**config.mk**
```make
export PLATFORM = sky130hd
export DESIGN_NAME = seq_multiplier
export DESIGN_NICKNAME = d
export VERILOG_FILES = /design/src/rtl/seq_multiplier.sv
export SDC_FILE = /design/constraint.sdc
export NUM_CORES = 1
export LEC_CHECK = 0
export CAP_MARGIN = 20
export CORE_ASPECT_RATIO = 1.75
export CORE_MARGIN = 2
export CORE_UTILIZATION = 56
export CTS_CLUSTER_SIZE = 28
export DETAILED_ROUTE_END_ITERATION = 10
export PLACE_DENSITY = 0.84
export SLEW_MARGIN = 5
export SYNTH_ARGS = -nofsm -noshare
export SYNTH_HDL_FRONTEND = slang
export SYNTH_SLANG_ARGS = --single-unit
```
**constraint.sdc**
```tcl
create_clock -name clk -period 6.7 [get_ports clk]
set_input_delay 0.67 -clock clk [delete_from_list [all_inputs] [get_ports clk]]
set_output_delay 0.67 -clock clk [all_outputs]
set_load 0.02 [all_outputs]
```
**src/rtl/seq_multiplier.sv**
```systemverilog
// Sequential unsigned shift-add multiplier: one N-bit adder, N iterations per product,
// a single-cycle done pulse, and registered product, overflow and zero-operand flags.
module seq_multiplier #(
  parameter int N = 10
) (
  input  logic           clk,
  input  logic           sclr,
  input  logic           start,
  input  logic [N-1:0]   in_A,
  input  logic [N-1:0]   in_B,
  output logic           busy,
  output logic           done,
  output logic [2*N-1:0] product,
  output logic           ovf,
  output logic           zero_op,
  output logic [1:0]     dbg_state
);

  typedef enum logic [1:0] {
    IDLE = 2'd0,
    CALC = 2'd1,
    DONE = 2'd2
  } state_t;

  localparam logic [3:0] CNT_LAST = 4'(N - 1);

  state_t           state_q;
  logic [N-1:0]     a_q, q_q, b_q;
  logic [3:0]       cnt_q;
  logic [2*N-1:0]   result_q;
  logic             ovf_q, zero_q;

  logic [N:0]       sum;
  logic [N-1:0]     a_d, q_d;

  // One iteration: conditionally add B into the high half, then shift A:Q right by one.
  always_comb begin
    sum = {1'b0, a_q} + (q_q[0] ? {1'b0, b_q} : '0);
    a_d = sum[N:1];
    q_d = {sum[0], q_q[N-1:1]};
  end

  always_ff @(posedge clk) begin
    if (sclr) begin
      state_q  <= IDLE;
      a_q      <= '0;
      q_q      <= '0;
      b_q      <= '0;
      cnt_q    <= '0;
      result_q <= '0;
      ovf_q    <= 1'b0;
      zero_q   <= 1'b0;
    end else begin
      case (state_q)
        IDLE: begin
          if (start) begin
            if ((in_A != '0) && (in_B != '0)) begin
              b_q     <= in_B;
              q_q     <= in_A;
              a_q     <= '0;
              cnt_q   <= '0;
              state_q <= CALC;
            end else begin
              // A zero operand short-circuits straight to DONE with a zero product.
              result_q <= '0;
              ovf_q    <= 1'b0;
              zero_q   <= 1'b1;
              state_q  <= DONE;
            end
          end
        end
        CALC: begin
          a_q   <= a_d;
          q_q   <= q_d;
          cnt_q <= cnt_q + 4'd1;
          if (cnt_q == CNT_LAST) begin
            result_q <= {a_d, q_d};
            ovf_q    <= |a_d;
            zero_q   <= 1'b0;
            state_q  <= DONE;
          end
        end
        DONE:    state_q <= IDLE;
        default: state_q <= IDLE;
      endcase
    end
  end

  assign busy      = (state_q == CALC);
  assign done      = (state_q == DONE);
  assign product   = result_q;
  assign ovf       = ovf_q;
  assign zero_op   = zero_q;
  assign dbg_state = state_q;

endmodule

```
* Yosys cells after proc, flatten, opt, wreduce, memory -nomap -nowiden
Cells that the tools add are included.
** Operators by class
- Equal/unequal tests :: 7
- Muxes and demuxes :: 26
- Reduce and logical (&&, ||, !) cells :: 10
- Add/sub/neg operators :: 2
** Operators with widths (count)
- $mux W20 :: 3
- $mux W10 :: 5
- $pmux W10 S2 :: 2
- $pmux W20 S2 :: 1
- $reduce_bool A10 Y1 :: 2
- $add A10 B10 Y11 :: 1
- $reduce_or A10 Y1 :: 1
- $mux W4 :: 2
- $pmux W4 S2 :: 1
- $mux W1 :: 6
- $mux W2 :: 3
- $ne A2 B2 Y1 const B :: 3
- $reduce_and A3 Y1 :: 2
- $add A4 B1 Y4 const B :: 1
- $eq A4 B4 Y1 const B :: 1
- $pmux W1 S2 :: 2
- $pmux W2 S2 :: 1
- $reduce_and A4 Y1 :: 1
- $eq A2 B1 Y1 const B :: 1
- $eq A2 B2 Y1 const B :: 1
- $logic_not A2 Y1 :: 1
- $ne A2 B1 Y1 const B :: 1
- $reduce_and A2 Y1 :: 1
- $reduce_bool A2 Y1 :: 1
- $logic_and A1 B1 Y1 :: 1
** Storage, ports and cells
- Output and inout bits :: 26
- Register bits after elaboration :: 58
- Bits of input ports :: 23

* Logic depth before layout (Yosys ltp)
- Depth in word-level cells :: 5
- Gate-level depth with buffers :: 10

* Worst setup path after synthesis
OpenSTA, ideal clock, no wires.
- Path type :: register to register
- Start point :: register q_q[0]
- End point :: register ovf_q, in the netlist ovf
- Data required time :: 6.575 ns
- Library setup time :: 0.125 ns
- Cell stages (with the launch flop) :: 11
- Setup slack :: 3.793 ns
- Data arrival time :: 2.782 ns
- Buffers on the path :: 1
- Path through :: dfxtp_1 clkbuf_1 and2_1 ha_1 fa_1 a21o_1 a21oi_2 xnor2_1 or4_1 a2111o_1 o41a_1
** Between the ends
- Word-level cells in the longest chain between the ends :: 5
** Ends and longest elaborated chain
- start: declaration :: RTL line 28 : logic [N-1:0] a_q, q_q, b_q;
- start signal: assignment :: RTL line 59 : q_q <= in_A;
- start signal: assignment :: RTL line 74 : q_q <= q_d;
- $mux W10 :: RTL line 38 : sum = {1'b0, a_q} + (q_q[0] ? {1'b0, b_q} : '0);
- $add A10 B10 Y11 :: RTL line 38
- $reduce_or A10 Y1 :: RTL line 78 : ovf_q <= |a_d;
- $mux W1 :: RTL line 76 : if (cnt_q == CNT_LAST) begin
- $pmux W1 S2 :: RTL line 54 : case (state_q)
- end signal: assignment :: RTL line 78
- end: declaration :: RTL line 31 : logic ovf_q, zero_q;
Every way passes these cells. The select of a mux whose other input is x is not followed.
A chain may end at the register's enable or synchronous reset.

* Worst setup path in the final report
Same ends and word-level chain as after synthesis.

==> impl_metrics.json <==
{
  "die_h_um": 96.5,
  "holdWs_ps": 456,
  "crit_buf_inv": 0,
  "fin_tns_setup_ps": 0,
  "clkTransAtPathRegs_ps": 70,
  "power.total_mw": 0.786,
  "drt_iter0_drc": 187,
  "rows": 33,
  "diodes": 0,
  "cts-resized-gates": 0,
  "place_congestion": 0.898,
  "io_buffers": 48,
  "core_area_sq_um": 4710,
  "critPathRequiredTime_ps": 6930,
  "synthAdderAreaFrac": 0.0621,
  "min_period_ps": 3100,
  "yosys-top-cells-area": "dfxtp_1 42%, nor2_1 6.6%, ha_1 5.5%, a21oi_1 5.1%, nand2_1 4.1%",
  "dpl.cell_count": 400,
  "crit_fanout": 11,
  "setup_viol": 0,
  "critPathLaunchType": "flop",
  "synth.top_cell.area_share": 0.424,
  "cp_data_arrival_time_ps": 3330,
  "synth-async-reset-ratio": 0,
  "fin_crit_sh": 0.463,
  "cellPowerDensity_nw_per_um2": 230,
  "htreeDepth": 3,
  "final_cells": 416,
  "synth_compound_area_frac": 0.193,
  "grt_pass1_vias": 2370,
  "status": "complete, no violations",
  "stdcell_area_sq_um": 3420,
  "synthMuxAreaShare": 0.0365,
  "post_drt_wl_per_cell_um": 16.3,
  "clockRootBuffer": "clkbuf_8",
  "hold_class": "flop to flop",
  "start_util": 0.582,
  "slowest_delay_ps": 560,
  "place_area_sq_um": 3200,
  "dieWidth_um": 56.9,
  "path_cells": "and2_1, ha_1, fa_1, a21o_1, a21oi_2, xnor2_1, or4_1, a2111o_1, o41a_1",
  "post-route-drc-count": 0,
  "cap_violations": 0,
  "yosysSeqAreaShare": 0.424,
  "drive_gt1_frac": 0.0742,
  "synth_top_family_by_area": "simple AND/OR/NAND/NOR gates",
  "dr.pass1.iters": 5,
  "worst_pin_slew_ps": 1010,
  "vias": 2550,
  "grt_usage": 0.253,
  "clk-insertion-delay-late_ps": 340,
  "clock_path_buffers": 2,
  "yosysWarnings": 0,
  "grt_pass1_wl_um": 10600,
  "syn_area_sq_um": 2740,
  "r2r_slack_ps": 3600,
  "syn_area_per_cell_sq_um": 8.61,
  "cts_tree": "built",
  "ir_worst_vdd_v": 0.000251,
  "synthCells": 318,
  "die_area_sq_um": 5490,
  "post_cts_buffers": 0,
  "post_synth_xor_area_fraction": 0.0256,
  "worstSetupPathType": "flop to flop",
  "power.leakage_nw": 1.36,
  "yosysTopAreaCell": "dfxtp_1",
  "nets": 395,
  "grt_start_max_net_pins": 59,
  "synth_nets": 354,
  "finClkSkew_ps": 3.64,
  "antenna_found_initial": 0,
  "synthSimpleGateAreaFrac": 0.221,
  "synth.distinct_cells": 44,
  "grt-ovfl-total": 0,
  "slowest_stage": "or4_1",
  "end_kind": "flop",
  "hold_violations": 0,
  "io-pin-count": 49,
  "place_hpwl_um": 4740,
  "rsz0062_at_grt": "false",
  "syn_to_final_growth_pct": 25.0,
  "crit_family": "compound AO/OA/AOI/OAI gates",
  "max_freq_mhz": 322,
  "detail-route-antenna-nets": 0,
  "routed_via_density": 6.13,
  "synth-main-ff-cell": "dfxtp_1",
  "slew_headroom": 0.326,
  "cts.sinks": 58,
  "cts_inserted_buffers": 9,
  "finalWirelength_um": 6780,
  "finalMaxSlewViolations": 0,
  "hold_buffers": 0,
  "ys_ff_latch": 58,
  "synth_edf_count": 0
}
-- Yosys cell counts (all sizes together) (4+ instances only) --
cell and count:
buf 4, o21ai 6, a222oi 9, dfxtp 58, inv 4, a21o 5, mux2i 10, clkbuf 16
a211oi 7, nand3 18, nor2 48, and2 11, nor4 5, ha 12, xnor2 8, nand2 30
a22oi 8, a21oi 29
-- worst register-to-register path: stages (launching register included) --
cell,delay [ps]
dfxtp_1,400
and2_1,210
ha_1,220
fa_1,440
a21o_1,240
a21oi_2,150
xnor2_1,120
or4_1,560
a2111o_1,350
o41a_1,300
-- layout make-up --
cell class	instances	area [sq um]
fillers	392	1280
repair buffers	50	490
clock inverters	5	77.6
flip-flops and latches	58	1160
well taps	52	65.1
multi-input cells	236	1470
inverters	4	15.0
clock buffers	11	141
-- final timing paths --
kind | to | start | cells past startpoint
setup / recovery | ovf | q_q[0] | 9
hold / removal | zero_op | zero_op | 2
hold reg to reg | zero_op | zero_op | 2
setup reg to reg | ovf | q_q[0] | 9
-- registers in the layout (all words and copies together) (netlist names) --
| signal | count |
|---|---|
| product | 20 |
| a_q | 10 |
| b_q | 10 |
| q_q | 10 |
| cnt_q | 4 |
| dbg_state | 2 |
| ovf | 1 |
| zero_op | 1 |
-- power by group --
group          total, mW  switching [mW]  internal (mW)  leakage [nW]
registers          0.363         0.00822          0.355         0.471
clock network      0.360           0.141          0.218         0.109
logic             0.0641          0.0349         0.0291         0.778
-- layout by cell type (no fill, tap or decap), types with 2 or more instances in the layout --
cell / n
clkinv_2: 2
and2_1: 10
clkdlybuf4s50_1: 47
nor2_1: 48
nand2_1: 30
nor3_1: 3
o21bai_1: 2
dfxtp_1: 58
clkbuf_8: 10
and3_1: 2
a222oi_1: 9
a31oi_1: 2
xnor2_1: 8
mux2i_1: 10
nand3_1: 18
inv_1: 4
buf_4: 2
ha_1: 12
a211oi_1: 7
o21ai_0: 6
bufinv_16: 2
a22oi_1: 8
or2_2: 3
a21o_1: 5
nand3b_1: 2
a21oi_1: 28
nor4_1: 4
-- metal layers --
metal  part of all wire  up-vias  global-route usage
met5                  0        -                   0
met3              0.050       17              0.0413
met1               0.37     1209               0.267
li1                   -     1230                   -
met2               0.54       94               0.464
met4              0.034        0               0.155
-- metrics by stage --
stage | setup slack, ps | util
4_1_cts | 3610 | 0.727
6_report | 3600 | 0.727
5_1_grt | 3490 | 0.727
2_1_floorplan | 3790 | -
3_3_place_gp | 3560 | 0.681
3_5_place_dp | 3520 | 0.681
-- cell families (layout without fill, tap and decap cells) --
kind of cell,after synthesis,in the layout
compound gates,77,77
xor+xnor,8,8
fa+ha+maj,13,13
buf+inv,24,70
flops,58,58
mux,10,10
simple gates,128,128
Power figures use the tool's default switching activity.
